[config.mk]
export PLATFORM = sky130hd
export DESIGN_NAME = uart_serial
export DESIGN_NICKNAME = d
export VERILOG_FILES = /design/src/rtl/uart_serial.sv
export SDC_FILE = /design/constraint.sdc
export NUM_CORES = 1
export LEC_CHECK = 0
export CAP_MARGIN = 15
export CELL_PAD_IN_SITES_DETAIL_PLACEMENT = 1
export CELL_PAD_IN_SITES_GLOBAL_PLACEMENT = 1
export CORE_MARGIN = 2
export CORE_UTILIZATION = 35
export DETAILED_ROUTE_END_ITERATION = 10
export PLACE_DENSITY_LB_ADDON = 0.1
export REMOVE_ABC_BUFFERS = 1
export SYNTH_ARGS = -nofsm -noshare
export SYNTH_HDL_FRONTEND = slang
export SYNTH_SLANG_ARGS = --single-unit
[constraint.sdc]
create_clock -name clk -period 3.75 [get_ports clk]
set_clock_uncertainty 0.1 [all_clocks]
set_input_delay 0.75 -clock clk [delete_from_list [all_inputs] [get_ports clk]]
set_output_delay 0.75 -clock clk [all_outputs]
set_load 0.02 [all_outputs]
[src/rtl/uart_serial.sv]
// rtl/uart_serial.sv - full-duplex 8N1 serial transceiver with a fixed clock divisor
// TX and RX are independent engines that share only clk and reset.

module uart_serial #(
   parameter int CLK_HZ  = 50000000,
   parameter int SCLK_HZ = 115200,
   parameter int WIDTH   = 8
) (
   input  logic             clk,
   input  logic             reset,
   input  logic             rxd,
   input  logic             start,
   input  logic [WIDTH-1:0] data_tx,
   output logic             txd,
   output logic             busy,
   output logic             re,
   output logic [WIDTH-1:0] data_rx
);

   localparam int DIV = CLK_HZ / SCLK_HZ;
   localparam int CW  = $clog2(DIV);
   localparam int BW  = (WIDTH > 1) ? $clog2(WIDTH) : 1;

   localparam logic [CW-1:0] CNT_FULL = CW'(DIV - 1);
   localparam logic [CW-1:0] CNT_HALF = CW'(DIV / 2 - 1);
   localparam logic [CW-1:0] CNT_ONE  = CW'(1);
   localparam logic [BW-1:0] BIT_LAST = BW'(WIDTH - 1);
   localparam logic [BW-1:0] BIT_ONE  = BW'(1);

   typedef enum logic [1:0] {
      TX_IDLE,
      TX_START,
      TX_DATA,
      TX_STOP
   } tx_state_e;

   typedef enum logic [1:0] {
      RX_IDLE,
      RX_START,
      RX_DATA,
      RX_STOP
   } rx_state_e;

   tx_state_e        tx_state_q, tx_state_d;
   logic [CW-1:0]    tx_cnt_q, tx_cnt_d;
   logic [BW-1:0]    tx_bit_q, tx_bit_d;
   logic [WIDTH-1:0] tx_shift_q, tx_shift_d;
   logic             txd_q, txd_d;

   rx_state_e        rx_state_q, rx_state_d;
   logic [CW-1:0]    rx_cnt_q, rx_cnt_d;
   logic [BW-1:0]    rx_bit_q, rx_bit_d;
   logic [WIDTH-1:0] rx_shift_q, rx_shift_d;
   logic             rx_armed_q, rx_armed_d;
   logic             rxd_meta_q, rxd_meta_d;
   logic             rxd_sync_q, rxd_sync_d;
   logic             re_q, re_d;
   logic [WIDTH-1:0] data_rx_q, data_rx_d;

   always_ff @(posedge clk) begin
      if (!reset) begin
         tx_state_q <= TX_IDLE;
         tx_cnt_q   <= '0;
         tx_bit_q   <= '0;
         tx_shift_q <= '0;
         txd_q      <= 1'b1;
         rx_state_q <= RX_IDLE;
         rx_cnt_q   <= '0;
         rx_bit_q   <= '0;
         rx_shift_q <= '0;
         rx_armed_q <= 1'b1;
         rxd_meta_q <= 1'b1;
         rxd_sync_q <= 1'b1;
         re_q       <= 1'b0;
         data_rx_q  <= '0;
      end else begin
         tx_state_q <= tx_state_d;
         tx_cnt_q   <= tx_cnt_d;
         tx_bit_q   <= tx_bit_d;
         tx_shift_q <= tx_shift_d;
         txd_q      <= txd_d;
         rx_state_q <= rx_state_d;
         rx_cnt_q   <= rx_cnt_d;
         rx_bit_q   <= rx_bit_d;
         rx_shift_q <= rx_shift_d;
         rx_armed_q <= rx_armed_d;
         rxd_meta_q <= rxd_meta_d;
         rxd_sync_q <= rxd_sync_d;
         re_q       <= re_d;
         data_rx_q  <= data_rx_d;
      end
   end

   // txd is registered and updated on the same edge as the state, so each bit
   // occupies exactly DIV cycles starting one cycle after start is taken.
   always_comb begin
      tx_state_d = tx_state_q;
      tx_cnt_d   = tx_cnt_q;
      tx_bit_d   = tx_bit_q;
      tx_shift_d = tx_shift_q;
      txd_d      = txd_q;
      case (tx_state_q)
         TX_IDLE: begin
            txd_d = 1'b1;
            if (start) begin
               tx_shift_d = data_tx;
               tx_cnt_d   = CNT_FULL;
               txd_d      = 1'b0;
               tx_state_d = TX_START;
            end
         end
         TX_START: begin
            if (tx_cnt_q == '0) begin
               tx_cnt_d   = CNT_FULL;
               tx_bit_d   = '0;
               txd_d      = tx_shift_q[0];
               tx_shift_d = tx_shift_q >> 1;
               tx_state_d = TX_DATA;
            end else begin
               tx_cnt_d = tx_cnt_q - CNT_ONE;
            end
         end
         TX_DATA: begin
            if (tx_cnt_q == '0) begin
               tx_cnt_d = CNT_FULL;
               if (tx_bit_q == BIT_LAST) begin
                  txd_d      = 1'b1;
                  tx_state_d = TX_STOP;
               end else begin
                  tx_bit_d   = tx_bit_q + BIT_ONE;
                  txd_d      = tx_shift_q[0];
                  tx_shift_d = tx_shift_q >> 1;
               end
            end else begin
               tx_cnt_d = tx_cnt_q - CNT_ONE;
            end
         end
         TX_STOP: begin
            txd_d = 1'b1;
            if (tx_cnt_q == '0) begin
               tx_state_d = TX_IDLE;
            end else begin
               tx_cnt_d = tx_cnt_q - CNT_ONE;
            end
         end
         default: begin
            txd_d      = 1'b1;
            tx_state_d = TX_IDLE;
         end
      endcase
   end

   // After a framing error the receiver disarms until it sees the line high,
   // so a stuck-low stop bit is not mistaken for the next start bit.
   always_comb begin
      rxd_meta_d = rxd;
      rxd_sync_d = rxd_meta_q;
      rx_state_d = rx_state_q;
      rx_cnt_d   = rx_cnt_q;
      rx_bit_d   = rx_bit_q;
      rx_shift_d = rx_shift_q;
      rx_armed_d = rx_armed_q;
      re_d       = 1'b0;
      data_rx_d  = data_rx_q;
      case (rx_state_q)
         RX_IDLE: begin
            if (!rx_armed_q) begin
               rx_armed_d = rxd_sync_q;
            end else if (!rxd_sync_q) begin
               rx_cnt_d   = CNT_HALF;
               rx_state_d = RX_START;
            end
         end
         RX_START: begin
            if (rx_cnt_q == '0) begin
               if (rxd_sync_q) begin
                  rx_state_d = RX_IDLE;
               end else begin
                  rx_cnt_d   = CNT_FULL;
                  rx_bit_d   = '0;
                  rx_state_d = RX_DATA;
               end
            end else begin
               rx_cnt_d = rx_cnt_q - CNT_ONE;
            end
         end
         RX_DATA: begin
            if (rx_cnt_q == '0) begin
               rx_shift_d = {rxd_sync_q, rx_shift_q[WIDTH-1:1]};
               rx_cnt_d   = CNT_FULL;
               if (rx_bit_q == BIT_LAST) begin
                  rx_state_d = RX_STOP;
               end else begin
                  rx_bit_d = rx_bit_q + BIT_ONE;
               end
            end else begin
               rx_cnt_d = rx_cnt_q - CNT_ONE;
            end
         end
         RX_STOP: begin
            if (rx_cnt_q == '0) begin
               rx_state_d = RX_IDLE;
               if (rxd_sync_q) begin
                  data_rx_d = rx_shift_q;
                  re_d      = 1'b1;
               end else begin
                  rx_armed_d = 1'b0;
               end
            end else begin
               rx_cnt_d = rx_cnt_q - CNT_ONE;
            end
         end
         default: begin
            rx_state_d = RX_IDLE;
         end
      endcase
   end

   assign txd     = txd_q;
   assign busy    = (tx_state_q != TX_IDLE);
   assign re      = re_q;
   assign data_rx = data_rx_q;

endmodule

==> results.sh <==
export IMPL_antenna_left=0
export IMPL_track_usage_pct=16.84
export IMPL_r2r_cells=6
export IMPL_totalPowerFinal_mw=2.743
export IMPL_yosys_area_top_type="dfxtp_1"
export IMPL_async_flop_share_pct=0
export IMPL_synthCells=354
export IMPL_worstPathArrival_ns=2.78
export IMPL_synth_edf_count=0
export IMPL_fmax_mhz=374.1
export IMPL_hold_depth=1
export IMPL_overflow=0
export IMPL_ioPinCount=23
export IMPL_postLayoutCellArea_um2=3575
export IMPL_crit_required_ns=3.86
export IMPL_status="completed"
export IMPL_drc=0
export IMPL_grt_pass1_wl_um=13230
export IMPL_dr_first_iter_drc_count=54
export IMPL_rsz0062_at_grt="false"
export IMPL_die_w_um=97.32
export IMPL_register_area_um2=1141
export IMPL_viasPerCell=5.482
export IMPL_core_um2=8593
export IMPL_num_antenna_cells=0
export IMPL_die_h_um=97.32
export IMPL_wl_um=7557
export IMPL_pre_cts_ws_ns=1.085
export IMPL_routedWlPerCell_um=15.65
export IMPL_synth_warnings=0
export IMPL_gp_congestion=0.8053
export IMPL_drive_above_1_share_pct=7.733
export IMPL_hold_viol_final=0
export IMPL_layout_cells_non_filler=483
export IMPL_met3_usage_pct=3.957
export IMPL_power_leakage_nw=1.313
export IMPL_clk_pin_slew_worst_paths_ns=0.07
export IMPL_crit_type="reg2reg"
export IMPL_placed_area_um2=3332
export IMPL_ctsResizeCount=0
export IMPL_tightest_slew_ns=0.9487
export IMPL_maxCapViolations=0
export IMPL_layout_common_cells="dfxtp_1, a21oi_1, nor2_1, clkdlybuf4s50_1"
export IMPL_drv_slew=0
export IMPL_cts_buffers=9
export IMPL_synth_cell_types=55
export IMPL_ys_seq_area_share_pct=37.44
export IMPL_fin_crit_sh_pct=71.29
export IMPL_port_buffers=22
export IMPL_die_area_um2=9471
export IMPL_slew_headroom_pct=36.75
export IMPL_clk_path_buf_depth=2
export IMPL_synth_main_ff_cell="dfxtp_1"
export IMPL_htreeDepth=3
export IMPL_hpwl_um=5323
export IMPL_syn2layout_area_growth_pct=17.28
export IMPL_startpoint_type="flop"
export IMPL_synth_area_leaders="dfxtp_1, ha_1, a21oi_1, mux2i_1, nor2_1"
export IMPL_antenna_found_initial=0
export IMPL_cts_hold_buf=0
export IMPL_num_fill_cells=1009
export IMPL_clock_root_buffer="clkbuf_8"
export IMPL_vias=2648
export IMPL_gr_usage_met1_pct=22.87
export IMPL_cts_setup_buffers=0
export IMPL_yosysTopAreaCellShare_pct=37.44
export IMPL_crit_path_end_kind="flop"
export IMPL_multi_input_area_um2=1730
export IMPL_synth_seq_cells=57
export IMPL_dp_cells=467
export IMPL_final_common_cell="dfxtp_1"
export IMPL_grt_busiest_layer="met2"
export IMPL_period_needed_ns=2.673
export IMPL_worst_slack_ns=1.077
export IMPL_clk_latency_ns=0.33
export IMPL_use_met2_pct=27.14
export IMPL_fin_nets=400
export IMPL_r2r_slack_ns=1.08
export IMPL_timing_hold_ws_ns=0.3092
export IMPL_finalSetupViolations=0
export IMPL_start_util_pct=35.47
export IMPL_first_global_vias=2702
export IMPL_setup_tns_ns=0
export IMPL_synth_area_um2=3048
export IMPL_final_core_util_pct=41.60
export IMPL_grt_max_degree=36
export IMPL_ir_drop_mv=0.4698
export IMPL_cts_tree="yes"
export IMPL_dr_pass1_iters=4
export IMPL_syn_area_per_cell_um2=8.610
export IMPL_cts_sinks=57
export IMPL_p_per_area_nw_per_um2=767.3
export IMPL_num_rows=34
export IMPL_hp_class="reg2reg"
export IMPL_critPathMaxFanout=12
-- cell type report --
class                      instances  share of cell area (%)
clock inverter                     6                   2.940
inverter                          20                   2.100
tap                              108                   3.780
clock buffer                      10                   3.850
sequential                        57                   31.92
timing repair buffer              26                   7.000
multi-input combinational        256                   48.41
-- power breakdown --
part           switching [mW]  total (mW)  internal [mW]
clock                   0.254       0.709          0.456
combinational           0.743        1.21          0.468
sequential              0.109       0.822          0.713
-- final timing paths --
| path | start | to |
|---|---|---|
| setup / recovery | tx_cnt_q[0] | tx_shift_q[4] |
| hold / removal | rxd_meta_q | rxd_sync_q |
| setup reg to reg | tx_cnt_q[0] | tx_shift_q[4] |
| hold reg to reg | rxd_meta_q | rxd_sync_q |
-- cells in the mapped netlist, types with 3 or more instances --
master	count
dfxtp_1	57
a21oi_1	39
nor2_1	27
inv_1	20
nand2_1	20
ha_1	18
mux2i_1	17
clkbuf_1	14
nand3_1	14
o21ai_0	14
a211oi_1	9
nor3_1	8
nand4_1	6
a21o_1	5
a31oi_1	5
a221oi_1	4
nand2b_1	4
nor4_1	4
o311ai_0	4
o31ai_1	4
buf_2	3
nor3b_1	3
o2111ai_1	3
o211ai_1	3
o21a_1	3
o22ai_1	3
or2_2	3
or4_1	3
-- sequential cells by signal (all words and copies together) (netlist names), 2 cells and up, named ones only --
| register | flops |
|---|---|
| data_rx | 8 |
| rx_bit_q | 3 |
| rx_cnt_q | 9 |
| rx_shift_q | 8 |
| tx_bit_q | 3 |
| tx_cnt_q | 9 |
| tx_shift_q | 8 |
| tx_state_q | 2 |
-- logic make-up after synthesis --
family / count (synthesis) / synth area share, %
AOI/OAI and AO/OA: 112 / 24.63
xor gates and xnor gates: 1 / 0.2874
adders and majority gates: 18 / 7.389
buffers and inverters: 41 / 5.788
DFF: 57 / 37.44
muxes: 17 / 5.583
and+or+nand+nor: 108 / 18.88
-- worst max-delay path: stages (launching register included) --
cell and delay (ns):
dfxtp_1 0.36, inv_1 0.10, ha_1 0.16, or4b_1 0.60
o21ai_1 0.70, and2_1 0.40, a211oi_1 0.12
-- per-layer routing --
metal / up-vias / wire [um] / share of wire, %
met2: 28 / 3569 / 47
li1: 1345 / - / -
met5: - / 0 / 0
met1: 1266 / 3700 / 49
met4: 0 / 80 / 1.1
met3: 9 / 206 / 2.7
(Power assumes the default switching activity.)
